[src/rtl/regfile_dump_reader.sv]
// rtl/regfile_dump_reader.sv - walks a register file read port and streams every value with an XOR checksum
// Optional build macro: REGFILE_DUMP_SKIP_ZERO_EN (skip hardwired-zero r0, dump starts at index 1)
module regfile_dump_reader #(
  parameter int NUM_REGS = 32,
  parameter int ADDR_W   = 5,
  parameter int DATA_W   = 32
) (
  input  logic              clk,
  input  logic              rst,
  input  logic              start,
  output logic [ADDR_W-1:0] rf_addr,
  input  logic [DATA_W-1:0] rf_data,
  output logic              out_valid,
  input  logic              out_ready,
  output logic [DATA_W-1:0] out_data,
  output logic [ADDR_W-1:0] out_index,
  output logic              busy,
  output logic              done,
  output logic [DATA_W-1:0] checksum
);

`ifdef REGFILE_DUMP_SKIP_ZERO_EN
  localparam logic [ADDR_W-1:0] START_IDX = ADDR_W'(1);
`else
  localparam logic [ADDR_W-1:0] START_IDX = ADDR_W'(0);
`endif

  localparam logic [ADDR_W-1:0] LAST_IDX = ADDR_W'(NUM_REGS - 1);

  typedef enum logic [1:0] {
    IDLE  = 2'd0,
    FETCH = 2'd1,
    SEND  = 2'd2,
    DONE  = 2'd3
  } state_t;

  state_t            state;
  state_t            state_nxt;
  logic [ADDR_W-1:0] idx;
  logic              handshake;
  logic              at_last;

  assign handshake = (state == SEND) && out_ready;
  assign at_last   = (idx == LAST_IDX);

  // The read port address comes straight from the index register, so it is
  // glitch-free and stable for the whole FETCH cycle and while stalled in SEND.
  assign rf_addr = idx;

  // State register; reset drops the FSM to IDLE immediately.
  always_ff @(posedge clk or posedge rst) begin
    if (rst) begin
      state <= IDLE;
    end else begin
      state <= state_nxt;
    end
  end

  // Next-state logic; the terminal compare happens before any increment.
  always_comb begin
    state_nxt = state;
    case (state)
      IDLE:    if (start) state_nxt = FETCH;
      FETCH:   state_nxt = SEND;
      SEND:    if (handshake) state_nxt = at_last ? DONE : FETCH;
      DONE:    state_nxt = IDLE;
      default: state_nxt = IDLE;
    endcase
  end

  // Moore outputs decoded from state so they follow an async reset at once.
  always_comb begin
    out_valid = 1'b0;
    busy      = 1'b1;
    done      = 1'b0;
    case (state)
      IDLE:    busy = 1'b0;
      FETCH:   ;
      SEND:    out_valid = 1'b1;
      DONE:    done = 1'b1;
      default: busy = 1'b0;
    endcase
  end

  // Walk index: loaded on an accepted start, advanced only after a non-final handshake.
  always_ff @(posedge clk or posedge rst) begin
    if (rst) begin
      idx <= '0;
    end else if (state == IDLE && start) begin
      idx <= START_IDX;
    end else if (handshake && !at_last) begin
      idx <= idx + ADDR_W'(1);
    end
  end

  // Capture the word and its index in FETCH; held through SEND while stalled.
  always_ff @(posedge clk or posedge rst) begin
    if (rst) begin
      out_data  <= '0;
      out_index <= '0;
    end else if (state == FETCH) begin
      out_data  <= rf_data;
      out_index <= idx;
    end
  end

  // Running XOR of every captured word; cleared on start, held after DONE.
  always_ff @(posedge clk or posedge rst) begin
    if (rst) begin
      checksum <= '0;
    end else if (state == IDLE && start) begin
      checksum <= '0;
    end else if (state == FETCH) begin
      checksum <= checksum ^ rf_data;
    end
  end

endmodule

[config.mk]
export PLATFORM = sky130hd
export DESIGN_NAME = regfile_dump_reader
export DESIGN_NICKNAME = d
export VERILOG_FILES = /design/src/rtl/regfile_dump_reader.sv
export SDC_FILE = /design/constraint.sdc
export NUM_CORES = 1
export LEC_CHECK = 0
export BUFFER_PORTS_ARGS = -buffer_cell sky130_fd_sc_hd__buf_2
export CAP_MARGIN = 20
export CORE_UTILIZATION = 30
export CTS_CLUSTER_SIZE = 28
export DETAILED_ROUTE_END_ITERATION = 6
export PLACE_DENSITY = 0.59
export SLEW_MARGIN = 20
export SYNTH_ARGS = -nofsm -noshare
export SYNTH_HDL_FRONTEND = slang
export SYNTH_SLANG_ARGS = --single-unit
[constraint.sdc]
create_clock -name clk -period 3.1 [get_ports clk]
set_clock_uncertainty 0.2 [all_clocks]
set_input_delay 0.465 -clock clk [delete_from_list [all_inputs] [get_ports clk]]
set_output_delay 0.465 -clock clk [all_outputs]
set_load 0.005 [all_outputs]
Word-level counts from Yosys, hierarchy flattened
Cells that the tools add are included.
{"block": "classes", "n_bitwise": 1, "n_mux": 11, "add_sub_neg": 1, "eq_ne": 6, "reduce_logical": 8}
{"cell": "$mux W32", "n": 2}
{"cell": "$xor A32 B32 Y32", "n": 1}
{"cell": "$mux W5", "n": 2}
{"cell": "$pmux W2 S4", "n": 1}
{"cell": "$mux W2", "n": 3}
{"cell": "$add A5 B1 Y5 const B", "n": 1}
{"cell": "$eq A5 B5 Y1 const B", "n": 1}
{"cell": "$eq A2 B2 Y1 const B", "n": 2}
{"cell": "$ne A2 B2 Y1 const B", "n": 2}
{"cell": "$reduce_bool A2 Y1", "n": 2}
{"cell": "$logic_and A1 B1 Y1", "n": 3}
{"cell": "$mux W1", "n": 3}
{"cell": "$eq A2 B1 Y1 const B", "n": 1}
{"cell": "$logic_not A2 Y1", "n": 1}
{"cell": "$reduce_and A2 Y1", "n": 1}
{"cell": "$logic_not A1 Y1", "n": 1}
{"block": "totals", "elab_cells": 32, "regBits": 76}

Longest topological paths before layout
{"block": "logic_depth", "ltp_word": 5, "mapped_depth": 7, "depth_no_buf": 6}

Least setup slack after synthesis
Ideal clock, no wire load.
{"block": "synth_path", "path_type": "register -> register", "startpoint": "register idx[0] (netlist: rf_addr[0])", "endpoint": "register idx[3] (netlist: rf_addr[3])", "slack_ns": 1.147, "arrival_ns": 1.626, "t_required_ns": 2.774, "path_buffers": 1, "period_less_slack_ns": 1.953, "setup_ns": 0.126, "path_stages_with_launch": 8, "path_cell_list": "dfrtp_1 ha_1 and3_1 ha_1 nor4bb_1 buf_2 nand4_1 mux2i_1"}
{"block": "synth_between", "elab_chain_len": 4, "elab_cells_between_ends": 7, "cone_classes": "add/sub: 1; eq/ne: 1; mux: 2; reduce/logical: 3"}
{"item": "from (decl)", "line": "39", "source": "logic [ADDR_W-1:0] idx;"}
{"item": "from (signal assigned)", "line": "92", "source": "idx <= idx + ADDR_W'(1);"}
{"item": "parallel branches: the longest is 4 deep, another holds $add A5 B1 Y5"}
Several ways; the timed one is not identified. The select of a mux whose other input is x is not followed.
A chain may end at the register's enable or synchronous reset.

Worst setup path in the final report
{"block": "layout_path", "startpoint": "register state[0]", "endpoint": "output port done"}
{"block": "layout_between", "elab_chain_len": 2}
{"item": "from (decl)", "line": "37", "source": "state_t state;"}
{"item": "from (signal assigned)", "line": "55", "source": "state <= state_nxt;"}
{"item": "$eq A2 B2 Y1", "line": "76", "source": "case (state)"}
{"item": "$mux W1", "line": "76"}
{"item": "to (decl)", "line": "18", "source": "output logic done,"}
No other way between the ends.

==> flow_summary_export.csv <==
group,metric,value,unit
timing,hold_violations,0,
global_route,grt_start_max_net_pins,52,
placed_design,numPortBuffers,112,
clock_tree,ctsLongestPathBuffers,2,
placed_design,place.gp.congestion,0.7114,
yosys,syn-num-nets,325,
worst_setup_path,arrival,1.63,ns
floorplanning,rows,37,
yosys,ys_ff_latch,76,
routing,via_per_inst,4.636,
floorplanning,initial_core_util,31.49,%
yosys,ys_top_cells_by_area,"dfrtp_1, nand3_2, nand2_1",
finish,post_route_cells_drive_above_1_share,48.64,%
finish,post-route-util,39.78,%
global_route,grt_use_total,14.15,%
run_status,status,"finished clean",
placed_design,post-place-ws,0.9181,ns
worst_setup_path,setup.worst_path.class,"register to output port",
yosys,synth_cell_types,26,
clock_tree,clock_sinks,76,
floorplanning,dieArea,11460,µm²
min_path,hp-class,"input pin to async pin",
timing,fin_ws,0.8018,ns
routing,ant_nets,0,
yosys,syn_avg_cell_area,11.53,µm²
finish,regArea,1902,µm²
power_and_ir_drop,report.power.total,3.970,mW
clock_tree,cts_resized,0,
timing,period_share,74.14,%
timing,slew_viol_final,0,
clock_tree,ctsHoldBuffers,0,
routing,firstDrtPassIters,4,
finish,diodes,0,
flow_run,maxCapViolations,0,
routing,drt-wirelength-per-cell,14.26,µm
routing,vias,2508,
yosys,ys_seq_area_share,57.47,%
floorplanning,die_w,107.0,µm
worst_setup_path,r2r_cells,7,
placed_design,post-dp-hpwl,5.229,mm
finish,multi_input_area,1289,µm²
global_route,grt_antenna_before_repair,0,
clock_tree,path_clk_slew,0.08,ns
worst_setup_path,cp-start-kind,"register",
worst_setup_path,critPathRequiredTime,2.43,ns
timing,setup_violations,0,
floorplanning,io_pins,113,
routing,wl,7.714,mm
floorplanning,core-area,10510,µm²
timing,clock.fmax,435.1,MHz
finish,nNetsFinal,438,
power_and_ir_drop,p_per_area,949.8,nW/µm²
routing,drt_iter0_markers,86,
timing,setup_tns,0,ns
yosys,yosysTopAreaCellShare,57.47,%
global_route,grt_remaining_overflow,0,
clock_tree,htreeDepth,3,
global_route,grt_pass1_vias,2455,
finish,postLayoutCellArea,4180,µm²
timing,rsz0062_at_grt,"false",
worst_setup_path,cp_max_fo,28,
clock_tree,cts_tree,"yes",
yosys,synth-warning-count,0,
worst_setup_path,end_kind,"output port",
power_and_ir_drop,vdd_ir_drop_max,0.3473,mV
clock_tree,cts_buffers,9,
timing,fin_crit,2.298,ns
finish,fillCellCount,1074,
finish,syn_to_final_growth,26.31,%
timing,relSlewSlack,39.95,%
timing,worst_pin_slew,0.8997,ns
routing,drc_errors,0,
global_route,grt_pass1_wl,12.50,mm
clock_tree,cts_setup_buffers,0,
placed_design,place_area,3984,µm²
clock_tree,cts-root-buf,"clkbuf_8",
yosys,netlist_area,3309,µm²
floorplanning,die_h,107.0,µm
power_and_ir_drop,p_leak,2.219,nW
yosys,synth_cells,287,
clock_tree,clk_latency,0.34,ns
yosys,yosysTopAreaCell,"dfrtp_1",
[where the power goes]
group	switching, mW	total [mW]	internal (mW)
registers	0.319	1.71	1.39
logic	0.839	1.52	0.681
clock network	0.349	0.743	0.394
[area by class of cell]
class	instances	area share, %
Sequential cell	76	45.50
Multi-Input combinational cell	191	30.83
Timing Repair Buffer	119	14.67
Tap cell	136	4.071
Clock buffer	12	3.472
Clock inverter	4	1.167
Inverter	3	0.2993
[logic make-up (layout without fill, tap and decap cells)]
| kind of cell | count (synthesis) | count (layout) | share of synthesized area (%) |
|---|---|---|---|
| DFF | 76 | 76 | 57.47 |
| adders and majority gates | 2 | 2 | 0.7560 |
| buffers and inverters | 20 | 138 | 3.743 |
| xor gates and xnor gates | 1 | 1 | 0.2647 |
| muxes | 9 | 9 | 2.911 |
| AOI/OAI and AO/OA | 33 | 33 | 8.280 |
| and+or+nand+nor | 146 | 146 | 26.58 |
[flip-flops by register name, indices dropped and copies added (netlist names)]
signal	flops
out_data	32
checksum	32
out_index	5
state	2
rf_addr	5
[cells in the mapped netlist (all sizes together)]
cell	number
or3b	1
dfrtp	76
nand2b	1
nor4bb	1
nand4	1
or2	1
and2	1
clkbuf	5
nand3b	32
inv	3
mux2i	4
nor2b	1
ha	2
and3	1
mux2	5
buf	12
nand3	32
nand2	70
xnor2	1
o21ai	33
nor2	4
[final timing paths]
kind,startpoint,endpoint,slack [ns]
max in group asynchronous,rst,out_data[4]$_DFFE_PP0N_,1.89
hold / removal,rst,out_data[13]$_DFFE_PP0N_,0.09
setup reg to reg,rf_addr[0]$_DFFE_PP0P_,rf_addr[3]$_DFFE_PP0P_,0.99
hold reg to reg,out_data[16]$_DFFE_PP0N_,out_data[16]$_DFFE_PP0N_,0.27
min in group clk,out_ready,state[0]$_DFFE_PP0P_,0.17
setup / recovery,state[0]$_DFFE_PP0P_,done,0.80
[critical path, cell delays in order, from the launching register on]
cell and delay (ns):
dfrtp_1 0.61, buf_4 0.39, and2_1 0.18, buf_2 0.11
[metrics by stage]
step                cells  hold slack (ns)
floorplan             287           0.2711
global placement      525           0.2545
detailed placement    525           0.2590
CTS                   541          0.09961
global route          541           0.1517
finish                541          0.08541
[per-layer routing]
| layer | track usage, % | vias to the layer above | wire length (µm) |
|---|---|---|---|
| li1 | - | 1202 | - |
| met1 | 19.06 | 1212 | 3624 |
| met2 | 22.35 | 83 | 3546 |
| met3 | 2.675 | 11 | 425 |
| met4 | 5.675 | 0 | 118 |
| met5 | 0 | - | 0 |
[cell usage in the layout (no fill, tap or decap), types with 2 or more instances in the layout]
master and instances:
buf_2 112, dfrtp_1 76, nand2_1 70, nand3b_1 32, nand3_2 29, o21ai_2 29
clkbuf_8 10, buf_4 7, o21ai_0 4, nor2_1 4, mux2i_1 4, nand3_1 3
mux2_1 3, clkinv_2 3, mux2_2 2, inv_1 2, ha_1 2, clkbuf_1 2
Note: power is estimated with default switching activity, not from simulation.
